<file path="config.mk">
export PLATFORM = sky130hd
export DESIGN_NAME = regfile_wb_arbiter
export DESIGN_NICKNAME = d
export VERILOG_FILES = /design/src/rtl/regfile_pkg.sv /design/src/rtl/regfile_wb_arbiter_fifo.sv /design/src/rtl/regfile_wb_arbiter.sv
export SDC_FILE = /design/constraint.sdc
export NUM_CORES = 1
export LEC_CHECK = 0
export ABC_CLOCK_PERIOD_IN_PS = 3040
export BUFFER_PORTS_ARGS = -buffer_cell sky130_fd_sc_hd__buf_2
export CAP_MARGIN = 20
export CORE_MARGIN = 2
export CORE_UTILIZATION = 54
export DETAILED_ROUTE_END_ITERATION = 12
export PLACE_DENSITY = 0.81
export SYNTH_ARGS = -nofsm -noshare
export SYNTH_HDL_FRONTEND = slang
export SYNTH_SLANG_ARGS = --single-unit
</file>
<file path="constraint.sdc">
create_clock -name clk -period 3.04 [get_ports clk]
set_input_delay 0.608 -clock clk [delete_from_list [all_inputs] [get_ports clk]]
set_output_delay 0.608 -clock clk [all_outputs]
set_load 0.02 [all_outputs]
</file>
<file path="src/rtl/regfile_pkg.sv">
// regfile_pkg: shared widths, writeback request type and reset constants for the RF writeback arbiter
package regfile_pkg;
  localparam int XLEN = 32;
  localparam int NREG = 32;
  localparam int REG_IDX_W = $clog2(NREG);
  typedef struct packed {
    logic [REG_IDX_W-1:0] rd;
    logic [XLEN-1:0]      data;
  } wb_req_t;
  localparam wb_req_t WB_REQ_RST = '0;
  localparam logic [NREG-1:0] SB_RST = '0;
endpackage

</file>
<file path="src/rtl/regfile_wb_arbiter_fifo.sv">
// rfwb_fifo: circular buffer of MDU writeback requests
//   clk, reset (async, active-low)
//   push/push_data : enqueue (ignored when full unless popping in the same cycle)
//   pop            : dequeue head (ignored when empty)
//   head           : current head entry, full/empty : occupancy flags
module rfwb_fifo
  import regfile_pkg::*;
#(
  parameter int FIFO_DEPTH = 2
) (
  input  logic    clk,
  input  logic    reset,
  input  logic    push,
  input  wb_req_t push_data,
  input  logic    pop,
  output wb_req_t head,
  output logic    full,
  output logic    empty
);
  localparam int PW = $clog2(FIFO_DEPTH);
  localparam logic [PW:0] DEPTH_C = (PW+1)'(FIFO_DEPTH);
  wb_req_t mem_q [FIFO_DEPTH];
  wb_req_t mem_d [FIFO_DEPTH];
  logic [PW-1:0] wr_ptr_q, wr_ptr_d, rd_ptr_q, rd_ptr_d;
  logic [PW:0] cnt_q, cnt_d;
  logic do_push, do_pop;
  assign full  = cnt_q == DEPTH_C;
  assign empty = cnt_q == '0;
  assign head  = mem_q[rd_ptr_q];
  always_comb begin
    do_pop  = pop & !empty;
    do_push = push & (!full | do_pop);
    mem_d = mem_q;
    if (do_push) mem_d[wr_ptr_q] = push_data;
    // depth is a power of two, so pointers wrap by plain overflow
    wr_ptr_d = wr_ptr_q + PW'(do_push);
    rd_ptr_d = rd_ptr_q + PW'(do_pop);
    cnt_d = cnt_q + (PW+1)'(do_push) - (PW+1)'(do_pop);
  end
  always_ff @(posedge clk or negedge reset) begin
    if (!reset) begin
      mem_q    <= '{default: WB_REQ_RST};
      wr_ptr_q <= '0;
      rd_ptr_q <= '0;
      cnt_q    <= '0;
    end else begin
      mem_q    <= mem_d;
      wr_ptr_q <= wr_ptr_d;
      rd_ptr_q <= rd_ptr_d;
      cnt_q    <= cnt_d;
    end
  end
endmodule

</file>
<file path="src/rtl/regfile_wb_arbiter.sv">
// regfile_wb_arbiter: shares the RF write port between pipeline WB and buffered MDU results, with busy scoreboard
//   clk, reset (async, active-low)
//   pipe_wb_en/pipe_rd/pipe_data          : pipeline writeback (highest priority)
//   mdu_issue/mdu_issue_rd                : marks destination busy
//   mdu_wb_valid/rd/data, mdu_wb_ready    : MDU result handshake into the FIFO
//   rf_wb_en/rf_rd/rf_wb_data             : register-file write port
//   rs1/rs2/rd_index -> rs1/rs2/rd_busy   : registered scoreboard queries
//   wb_stall                              : asks hazard unit to free the next WB slot
//   RFWB_BYPASS_EN : when defined, an MDU result in an idle slot with an empty FIFO is written same cycle
module regfile_wb_arbiter
  import regfile_pkg::*;
#(
  parameter int FIFO_DEPTH = 2,
  parameter int STARVE_MAX = 4
) (
  input  logic                 clk,
  input  logic                 reset,
  input  logic                 pipe_wb_en,
  input  logic [REG_IDX_W-1:0] pipe_rd,
  input  logic [XLEN-1:0]      pipe_data,
  input  logic                 mdu_issue,
  input  logic [REG_IDX_W-1:0] mdu_issue_rd,
  input  logic                 mdu_wb_valid,
  input  logic [REG_IDX_W-1:0] mdu_wb_rd,
  input  logic [XLEN-1:0]      mdu_wb_data,
  output logic                 mdu_wb_ready,
  output logic                 rf_wb_en,
  output logic [REG_IDX_W-1:0] rf_rd,
  output logic [XLEN-1:0]      rf_wb_data,
  input  logic [REG_IDX_W-1:0] rs1_index,
  input  logic [REG_IDX_W-1:0] rs2_index,
  input  logic [REG_IDX_W-1:0] rd_index,
  output logic                 rs1_busy,
  output logic                 rs2_busy,
  output logic                 rd_busy,
  output logic                 wb_stall
);
  localparam int SW = $clog2(STARVE_MAX + 1);
  localparam logic [SW-1:0] STARVE_LIM = SW'(STARVE_MAX);
  logic [NREG-1:0] sb_q, sb_d, set_mask, clr_mask;
  logic [SW-1:0] starve_q, starve_d;
  logic pipe_take, pop, push, bypass, fifo_full, fifo_empty;
  wb_req_t head, push_req;
  assign push_req = '{rd: mdu_wb_rd, data: mdu_wb_data};
  rfwb_fifo #(.FIFO_DEPTH(FIFO_DEPTH)) u_fifo (
    .clk      (clk),
    .reset    (reset),
    .push     (push),
    .push_data(push_req),
    .pop      (pop),
    .head     (head),
    .full     (fifo_full),
    .empty    (fifo_empty)
  );
  always_comb begin
    pipe_take = pipe_wb_en & (pipe_rd != '0);
    pop = !pipe_take & !fifo_empty;
`ifdef RFWB_BYPASS_EN
    bypass = !pipe_take & fifo_empty & mdu_wb_valid & (mdu_wb_rd != '0);
`else
    bypass = 1'b0;
`endif
    mdu_wb_ready = !fifo_full | pop;
    // rd==0 results are acknowledged but dropped
    push = mdu_wb_valid & mdu_wb_ready & (mdu_wb_rd != '0) & !bypass;
    rf_wb_en = pipe_take | pop | bypass;
    rf_rd = pipe_take ? pipe_rd : pop ? head.rd : bypass ? mdu_wb_rd : '0;
    rf_wb_data = pipe_take ? pipe_data : pop ? head.data : bypass ? mdu_wb_data : '0;
    clr_mask = (pop | bypass) ? NREG'(1) << rf_rd : '0;
    set_mask = (mdu_issue & (mdu_issue_rd != '0)) ? NREG'(1) << mdu_issue_rd : '0;
    // set applied after clear so a same-index collision leaves the bit busy
    sb_d = ((sb_q & ~clr_mask) | set_mask) & ~NREG'(1);
    // with a non-empty FIFO and no pop, the pipeline necessarily owns the port
    starve_d = (fifo_empty | pop) ? '0 : (starve_q == STARVE_LIM) ? starve_q : starve_q + 1'b1;
  end
  assign rs1_busy = sb_q[rs1_index];
  assign rs2_busy = sb_q[rs2_index];
  assign rd_busy  = sb_q[rd_index];
  assign wb_stall = starve_q == STARVE_LIM;
  always_ff @(posedge clk or negedge reset) begin
    if (!reset) begin
      sb_q     <= SB_RST;
      starve_q <= '0;
    end else begin
      sb_q     <= sb_d;
      starve_q <= starve_d;
    end
  end
endmodule
</file>
==> impl_results.md, run 1 <==
* WL/cell at 18.82 um
* Yosys cell types at 42
* Mapped Cells at 595
* FF-to-FF End: sb_q[13]
* Routed Antenna Nets at 0
* Post-synth top area cell: dfrtp_1
* Buffers on Ports at 141
* Drt pass-1 iters at 5
* Tot Pwr at 7.077 mW
* # IOs at 142
* Flop2flop setup slack at 0.80 ns
* Unrepaired setup endpoints after global routing: false
* Net switching power at 2.674 mW
* Inserted Diodes at 0
* Fin nets at 822
* FF+latch count, synth at 112
* Final hold vios at 0
* Fmax at 0.3422 GHz
* CORE AREA at 11860 um2
* VDD IR max at 0.5368 mV
* Placed wire-length estimate at 12.06 mm
* Worst slew margin at 0.3950
* Power per cell area at 921.8 nW/um2
* Synth top area cells: dfrtp_1 43%, mux2_2 15%, mux4_2 6.3%, o31ai_1 5.7%, mux2i_1 5.6%
* Sequential share of the synthesized area at 0.4326
* Final core utilization at 0.6473
* All-layer global routing usage at 0.2631
* Area delta synth->final at 18.50%
* Outcome: finished clean
* Critical Path Stages at 5
* TritonCTS Buffers at 9
* Metal-1 WL at 7.080 mm
* Initial DRC Count at 351
* Starting density of the core at 0.5462
* Clock Pin Slew Worst Setup and Hold Paths at 0.07 ns
* Vias in the first global route at 5357
* Vias at 5318
* Crit path capture type: output pin
* Crit-path cells: buf_2 > or4_4 > o21a_2 > o31ai_1 > buf_2
* Syn avg cell area at 10.89 um2
* Met3 wire length at 1.056 mm
* Max Cap Viol at 0
* Initial antenna violation count at 0
* Clk pwr share at 0.181
* Remaining DRCs at 0
* CP max FO at 5
* Root Buffer: clkbuf_16
* Final GP Congestion at 0.9197
* Yosys warns at 0
* R2R Path Start: u_fifo.rd_ptr_q
* Worst EP arrival at 2.31 ns
* Die W at 113.5 um
* Leak at 3.403 nW
* Worst-Margin Slew at 0.8957 ns
* Top Layer Used: met4
* GR Overflow Total at 0
* Logic gate share of total power at 0.444
* CTS tree: yes
* Layout cells sized above 1 at 0.3897
* Final Skew at 0.007464 ns
* CP max stage cell: or4_4
* First-pass GRT wire length at 26.95 mm
* CTS Buffer Depth at 2
* Hold Crit Class: in2async
* Setup bufs post-CTS at 0
* Largest net degree at the start of global routing at 67
* Switching share of power at 0.3778
* Final wirelength at 16.33 mm
* Die area at 12890 um2
* Via/cell ratio at 6.127
* Slew Limit Fails at 0
* FP Rows at 40
* Netlist area before placement at 6479 um2
* Crit path required time at 2.43 ns
* Die height at 113.5 um
* Synth top area share at 0.4326
* Syn nets at 700
* Final setup fails at 0
* Worst hold slack at 0.2726 ns
* Largest incremental delay on the critical path at 0.57 ns
* Met2 wire len at 7.929 mm
* Critical path type: in2out
* Flop pwr share at 0.375
* Pint at 4.403 mW
* CP startpoint kind: primary input
* Final worst path period need at 2.922 ns
* Depth of the CTS H-tree at 3
* CTS Sinks at 112
* CP bufs+invs at 2
* Most frequent cell on the critical path: buf_2
* Worst-Skew Late Latency at 0.34 ns
* Crit share post-route at 0.9613
* Critical path's top delay family: compound AO/OA/AOI/OAI gates
* Reg2Reg Depth at 4
-- layout make-up --
type	instances	area [um2]
Inverter	20	75.07
Sequential cell	112	2804
Tap cell	147	183.9
Multi-Input combinational cell	421	3432
Fill cell	892	4184
Clock buffer	12	256.5
Timing Repair Buffer	153	860.8
Clock inverter	3	65.06
-- registers in the layout, indices dropped and copies added, names as in the netlist --
register and flops:
sb_q 31, u_fifo.mem_q 74, u_fifo.rd_ptr_q 1, u_fifo.wr_ptr_q 1, starve_q 3, u_fifo.cnt_q 2
-- placed cells by master (no fill, tap or decap), types with 11 or more instances in the layout --
master / Yosys / final
nor2_1: 13 / 12
mux2_2: 86 / 86
dfrtp_1: 112 / 111
nand3_1: 19 / 19
o31ai_1: 49 / 49
nand2b_1: 11 / 11
o21ai_0: 22 / 22
nand2_1: 83 / 83
buf_2: 11 / 140
mux4_2: 18 / 18
mux2i_1: 36 / 36
inv_1: 20 / 20
-- synth_stat cells, drive strengths merged --
cell	number
nand4	6
o41ai	1
o31ai	49
and2	2
mux4	18
mux2i	36
a311o	4
nand2b	11
mux2	87
o221a	1
inv	20
a41oi	1
buf	21
a22o	4
xnor2	4
or2	1
o2111ai	5
a21oi	1
or3	3
nor2	13
o22ai	3
a2bb2oi	1
a22oi	1
o211ai	8
dfrtp	112
nor3	6
or4	7
o311a	1
nand3b	1
clkbuf	21
nor2b	8
ha	6
a221oi	3
o21ai	24
nand2	83
o21a	2
nand3	19
o211a	1
-- worst reg2reg max path, stage by stage, from the launching register on --
cell	delay, ns
dfrtp_2	0.70
mux2i_1	0.46
a41oi_1	0.47
o31ai_1	0.41
nand2_1	0.08
-- what timing repair did --
action / CTS / global route
hold buffers: 0 / 0
gates resized for setup: 0 / 1
endpoints found under the setup margin: 0 / 7
-- metrics by stage --
| stage | TNS (ns) | setup slack (ns) | std cells | cell area, um2 |
|---|---|---|---|---|
| finish | 0 | 0.1176 | 868 | 7677 |
| global route | 0 | 0.05909 | 868 | 7677 |
| CTS | 0 | 0.06497 | 868 | 7674 |
| detailed placement | 0 | 0.06117 | 853 | 7352 |
| global placement | 0 | 0.1131 | 853 | 7352 |
| floorplan | -0.1557 | -0.01557 | 595 | 6490 |
-- per-layer routing --
layer  vias to the layer above  GRT usage
met4                         0    0.08943
met5                         -          0
met1                      2637     0.3582
met3                        22    0.04782
met2                       217     0.4307
li1                       2442          -
-- cell families after synthesis --
kind of cell,synth area share
XOR/XNOR,0.005407
flip-flops,0.4326
adder cells (fa/ha/maj),0.01159
AND/OR/NAND/NOR,0.1141
buffers and inverters,0.04036
multiplexers,0.2700
AO/OA/AOI/OAI,0.1259
-- worst max-delay path by stage --
stage                          start               end  slack, ns
after floorplan           pipe_rd[4]  u_fifo.mem_q[50]      -0.02
final                     pipe_rd[4]     rf_wb_data[6]       0.12
after CTS                 pipe_rd[4]     rf_wb_data[2]       0.06
after global routing      pipe_rd[4]    rf_wb_data[14]       0.06
after global placement    pipe_rd[4]     rf_wb_data[6]       0.11
after detailed placement  pipe_rd[4]   u_fifo.mem_q[4]       0.06
-- power groups by stage --
stage / Combinational [mW] / Clock (mW) / Sequential [mW]
2_1_floorplan: 2.40 / 0 / 2.45
3_3_place_gp: 3.03 / 0 / 2.60
3_5_place_dp: 3.13 / 0 / 2.66
4_1_cts: 3.15 / 1.28 / 2.64
5_1_grt: 3.39 / 1.35 / 2.74
6_report: 3.14 / 1.28 / 2.66
(Power assumes the default switching activity.)
==> run 2, diff against run 1 <==
BUFFER_PORTS_ARGS = -buffer_cell sky130_fd_sc_hd__buf_4   (was -buffer_cell sky130_fd_sc_hd__buf_2)
CELL_PAD_IN_SITES_DETAIL_PLACEMENT = 2   (was not set)
CELL_PAD_IN_SITES_GLOBAL_PLACEMENT = 2   (was not set)
CORE_UTILIZATION = 38   (was 54)
PLACE_DENSITY = 0.88   (was 0.81)
==> run 2 against run 1 <==
Setup slack got worse by 0.023 ns. Core utilization fell by 16 points. Fmax fell by 0.79%. Critical path depth rose by 1. Hold slack improved by 0.050 ns. Cell area rose by 6.0%. Routed wire length rose by 35%. Global-route usage fell by 0.99 points. Cell count rose by 8.9%. Sequential share of layout area fell by 2.1 points.
==> impl_results.md, run 2 (synthesized netlist as in run 1, its figures left out) <==
* Outcome: finished clean
* CP max stage cell: or4_1
* CTS Sinks at 112 (unchanged)
* Final GP Congestion at 0.8494 (-7.6%)
* Worst slew margin at 0.3901 (-0.004908)
* Crit path required time at 2.43 ns (about the same)
* Inserted Diodes at 0 (unchanged)
* Remaining DRCs at 0 (unchanged)
* Post-CTS sizing at 0 (unchanged)
* Biggest regs: u_fifo.mem_q: 74 flops, sb_q: 31 flops, starve_q: 3 flops
* Vias in the first global route at 6322 (+18%)
* CP max FO at 65 (+60)
* CP bufs+invs at 3 (+1)
* Largest reg by FF count: u_fifo.mem_q
* Fmax at 0.3395 GHz (-0.79%)
* Die area at 18110 um2 (+40%)
* Vias at 5464 (+2.7%)
* Most frequent cell on the critical path: buf_4
* Area delta synth->final at 25.59%
* Initial DRC Count at 290 (-17%)
* Post-Layout Cell Count at 945 (+8.9%)
* Worst-Margin Slew at 0.9030 ns (+0.007266 ns)
* Most frequent cells in the layout: 152 x buf_4, 111 x dfrtp_1, 86 x mux2_2
* Depth of the CTS H-tree at 3 (unchanged)
* Via/cell ratio at 5.782 (-5.6%)
* Final hold vios at 0 (unchanged)
* CORE AREA at 16640 um2 (+40%)
* Area of the multi-input gates at 3423 um2 (-0.26%)
* Worst EP arrival at 2.34 ns (+0.03 ns)
* Max reg flops at 74 (unchanged)
* VDD IR max at 0.3442 mV (-36%)
* Commonest non-fill, non-tap cell in the layout: buf_4
* # IOs at 142 (unchanged)
* Final wirelength at 22.06 mm (+35%)
* Setup TNS Final at 0 ns (unchanged)
* Largest incremental delay on the critical path at 0.58 ns (about the same)
* Crit path capture type: output pin
* Unrepaired setup endpoints after global routing: false
* Setup bufs post-CTS at 0 (unchanged)
* CTS tree: yes
* Clock Pin Slew Worst Setup and Hold Paths at 0.07 ns (about the same)
* Register area at 2804 um2 (unchanged)
* Crit-path cells: buf_4 > or4_1 > o21a_2 > buf_12 > o31ai_1 > buf_4
* Metal-1 WL at 8.873 mm (+25%)
* Critical path type: in2out
* WL/cell at 23.35 um (+24%)
* CTS Buffer Depth at 2 (unchanged)
* CP startpoint kind: primary input
* TritonCTS Buffers at 9 (unchanged)
* Layout cells sized above 1 at 0.3931 (+0.003367)
* Initial antenna violation count at 0 (unchanged)
* Hold Buf Count CTS at 0 (unchanged)
* Top Layer Used: met4
* Die height at 134.6 um (+19%)
* All-layer global routing usage at 0.2532 (-0.009894)
* Crit share post-route at 0.9689 (+0.007614)
* GR Overflow Total at 0 (unchanged)
* Met2 wire len at 11.55 mm (+46%)
* # fillers at 1683 (+89%)
* Final worst path period need at 2.946 ns (+0.02315 ns)
* Die W at 134.6 um (+19%)
* Starting density of the core at 0.3893 (-0.1569)
* Final setup fails at 0 (unchanged)
* FP Rows at 47 (+18%)
* Root Buffer: clkbuf_16
* Hold Crit Class: in2async
* Max Cap Viol at 0 (unchanged)
* Critical path's top delay family: compound AO/OA/AOI/OAI gates
* Slew Limit Fails at 0 (unchanged)
* Routed Antenna Nets at 0 (unchanged)
* First-pass GRT wire length at 35.13 mm (+30%)
* Buffers on Ports at 141 (unchanged)
* Worst-Skew Late Latency at 0.36 ns (+0.02 ns)
* Placed cell count at 930 (+9.0%)
* Leak at 3.521 nW (+3.5%)
* Met3 wire length at 1.076 mm (+1.9%)
* Final Skew at 0.01016 ns (+0.002697 ns)
* Power per cell area at 926.0 nW/um2 (+0.46%)
* Largest net degree at the start of global routing at 66 (-1.5%)
* Fin nets at 826 (+0.49%)
* Placed wire-length estimate at 16.79 mm (+39%)
* Drt pass-1 iters at 4 (-1)
==> run 2: stage by stage <==
step	hold WS, ns	setup WS [ns]	utilization	power (mW)	instance area [um2]
6_report	0.3230	0.09449	0.4889	7.534	8137
3_5_place_dp	0.4993	0.1174	0.4698	6.259	7819
2_1_floorplan	0.3124	-0.01557	-	4.847	6490
4_1_cts	0.3683	0.09605	0.4889	7.590	8137
3_3_place_gp	0.4880	0.2262	0.4698	5.881	7819
5_1_grt	0.3854	0.06208	0.4889	7.964	8137
==> run 2: worst register-to-register path, cell delays in order, from the launching register on <==
cell and delay (ns):
dfrtp_2 0.56, mux2i_1 0.53, a41oi_1 0.50, o31ai_1 0.45, nand2_1 0.10
==> run 2: final timing paths <==
path / start / end / slack, ns / cells after the start
max in group asynchronous: reset / u_fifo.mem_q[64] / 1.92 / 2
hold reg to reg: u_fifo.mem_q[20] / u_fifo.mem_q[20] / 0.51 / 1
min in group clk: mdu_wb_data[20] / u_fifo.mem_q[57] / 0.49 / 2
setup / recovery: pipe_rd[4] / rf_rd[4] / 0.09 / 6
hold / removal: reset / u_fifo.mem_q[55] / 0.32 / 1
setup reg to reg: u_fifo.rd_ptr_q / sb_q[29] / 0.78 / 4
==> run 2: final cells by class <==
cell class,count,area share
multi-input combinational,421,0.4207
sequential,112,0.3446
timing repair buffer,157,0.1525
tap,220,0.03383
clock buffer,9,0.02768
clock inverter,6,0.01138
inverter,20,0.009227
==> run 2: power breakdown <==
part           internal [mW]  switching (mW)  total, mW
registers               2.15           0.525       2.67
clock network          0.725           0.581       1.31
logic                   1.66            1.90       3.56
==> run 2: per-layer routing <==
| metal | GRT usage | up-vias |
|---|---|---|
| met5 | 0 | - |
| met2 | 0.4615 | 153 |
| met1 | 0.2954 | 2819 |
| met4 | 0.09532 | 0 |
| li1 | - | 2454 |
| met3 | 0.04767 | 38 |
==> run 3, diff against run 2 <==
BUFFER_PORTS_ARGS = not set   (was -buffer_cell sky130_fd_sc_hd__buf_4)
CORE_UTILIZATION = 44   (was 38)
DONT_BUFFER_PORTS = 1   (was not set)
PLACE_DENSITY = 0.87   (was 0.88)
==> run 3 against run 2 <==
The flow now finishes with violations (hold timing). Flip-flop and latch count is the same. Sequential share of layout area grew 4.3 points. Total power shrank 3.5%. Via count shrank 7.0%. First-iteration DRC count shrank 18%. Sequential power grew 4%. Non-clock buffer count shrank 110. Die area shrank 13%. Core utilization grew 1.2 points. Clock power shrank 8%. Setup slack gained 0.011 ns.
==> impl_results.md, run 3 (synthesized netlist as in run 1, its figures left out) <==
* Power per cell area at 1004 nW/um2 (+8.4%)
* Clock Pin Slew Worst Setup and Hold Paths at 0.08 ns (about the same)
* Max reg flops at 74 (unchanged)
* Final Skew at 0.008961 ns (-0.001201 ns)
* Vias in the first global route at 5971 (-5.6%)
* VDD IR max at 0.4731 mV (+37%)
* TritonCTS Buffers at 9 (unchanged)
* Hold Crit Class: in2async
* Worst hold slack at -0.06471 ns (-0.3877 ns)
* Setup TNS Final at 0 ns (unchanged)
* WL/cell at 27.25 um (+17%)
* Post-Layout Cell Count at 801 (-15%)
* Critical path type: in2out
* Initial DRC Count at 239 (-18%)
* Minimum setup slack in the final design at 0.1053 ns (+0.01077 ns)
* Worst slew margin at 0.2899 (-0.1002)
* Worst-Margin Slew at 1.063 ns (+0.1596 ns)
* Via/cell ratio at 6.345 (+9.7%)
* Fmax at 0.3407 GHz (+0.37%)
* Final core utilization at 0.5004 (+0.01152)
* Largest reg by FF count: u_fifo.mem_q
* First-pass GRT wire length at 34.56 mm (-1.6%)
* Commonest non-fill, non-tap cell in the layout: dfrtp_1
* Crit share post-route at 0.9654 (-0.003542)
* Final GP Congestion at 0.8284 (-2.5%)
* Placed cell area at 6928 um2 (-11%)
* Finished Cell Area at 7246 um2 (-11%)
* Final worst path period need at 2.935 ns (-0.01077 ns)
* Layout cells sized above 1 at 0.2906 (-0.1025)
* # fillers at 1443 (-14%)
* Worst EP arrival at 2.33 ns (about the same)
* Final wirelength at 21.83 mm (-1.1%)
* Worst-Skew Late Latency at 0.36 ns (about the same)
* FP Rows at 44 (-6.4%)
* CTS Sinks at 112 (unchanged)
* Crit path required time at 2.43 ns (about the same)
* Fin nets at 716 (-13%)
* Tot Pwr at 7.272 mW (-3.5%)
* CORE AREA at 14480 um2 (-13%)
* Final setup fails at 0 (unchanged)
* Outcome: finished with violations
* CTS Buffer Depth at 2 (unchanged)
* Unrepaired setup endpoints after global routing: false
* Final hold vios at 112 (+112)
* Routed Antenna Nets at 0 (unchanged)
* CP startpoint kind: primary input
* Buffers on Ports at 0 (-100%)
* Slew Limit Fails at 0 (unchanged)
* Drt pass-1 iters at 5 (+1)
* Depth of the CTS H-tree at 3 (unchanged)
* Root Buffer: clkbuf_16
* Initial antenna violation count at 1 (+1)
* Placed cell count at 784 (-16%)
* Die area at 15710 um2 (-13%)
* Vias at 5082 (-7.0%)
* Area delta synth->final at 11.84%
* Die height at 125.3 um (-6.9%)
* Crit path capture type: output pin
* All-layer global routing usage at 0.2846 (+0.03141)
* Leak at 2.979 nW (-15%)
* CP max FO at 46 (-29%)
* CTS tree: yes
* Max Cap Viol at 0 (unchanged)
* Starting density of the core at 0.4475 (+0.05817)
* Place WS at 0.02479 ns (-0.09265 ns)
* Biggest regs: u_fifo.mem_q: 74 flops, sb_q: 31 flops, starve_q: 3 flops
* Placed wire-length estimate at 15.42 mm (-8.2%)
* Largest net degree at the start of global routing at 113 (+71%)
* GR Overflow Total at 0 (unchanged)
* # IOs at 142 (unchanged)
* Most frequent cells in the layout: 111 x dfrtp_1, 86 x mux2_2, 83 x nand2_1
* Failing checks: hold timing
* Remaining DRCs at 0 (unchanged)
* Die W at 125.3 um (-6.9%)
-- run 3: worst max-delay path, cell delays in order --
cell and delay [ns]:
or4_1 0.58, o21a_2 0.32, buf_6 0.24, o31ai_1 0.34, buf_4 0.20
-- run 3: layout make-up --
cell class,count,area [um2],area share
Multi-Input combinational cell,421,3443,0.4752
Timing Repair Buffer,47,394.1,0.05439
Sequential cell,112,2806,0.3873
Clock inverter,4,27.53,0.003799
Tap cell,184,230.2,0.03177
Inverter,20,75.07,0.01036
Clock buffer,12,266.5,0.03678
Antenna cell,1,2.502,0.0003454
-- run 3: worst paths after layout --
check	from	end	slack, ns	cells past startpoint
setup / recovery	pipe_rd[4]	rf_wb_data[31]	0.11	5
hold / removal	reset	u_fifo.mem_q[20]	-0.06	0
setup reg to reg	u_fifo.rd_ptr_q	sb_q[21]	0.55	4
hold reg to reg	u_fifo.mem_q[48]	u_fifo.mem_q[48]	0.51	1
max in group asynchronous	reset	sb_q[4]	2.95	0
min in group clk	mdu_wb_data[13]	u_fifo.mem_q[13]	0.39	1
-- run 3: routing by layer --
metal  vias up  GRT usage  part of all wire
li1       2230          -                 -
met1      2649     0.3198              0.38
met2       157     0.5208              0.54
met3        46    0.05563             0.047
met4         0     0.1294             0.034
met5         -          0                 0
-- run 3: what timing repair did --
item,CTS,global route
buffers inserted,0,0
gates resized for setup,1,4
endpoints found under the setup margin,1,9
hold endpoints to repair,112,112
-- run 3: power by group --
group	switching [mW]	internal (mW)	leakage [nW]
combinational	1.76	1.53	1.57
sequential	0.632	2.15	1.27
clock	0.572	0.623	0.137
total	2.97	4.31	2.98
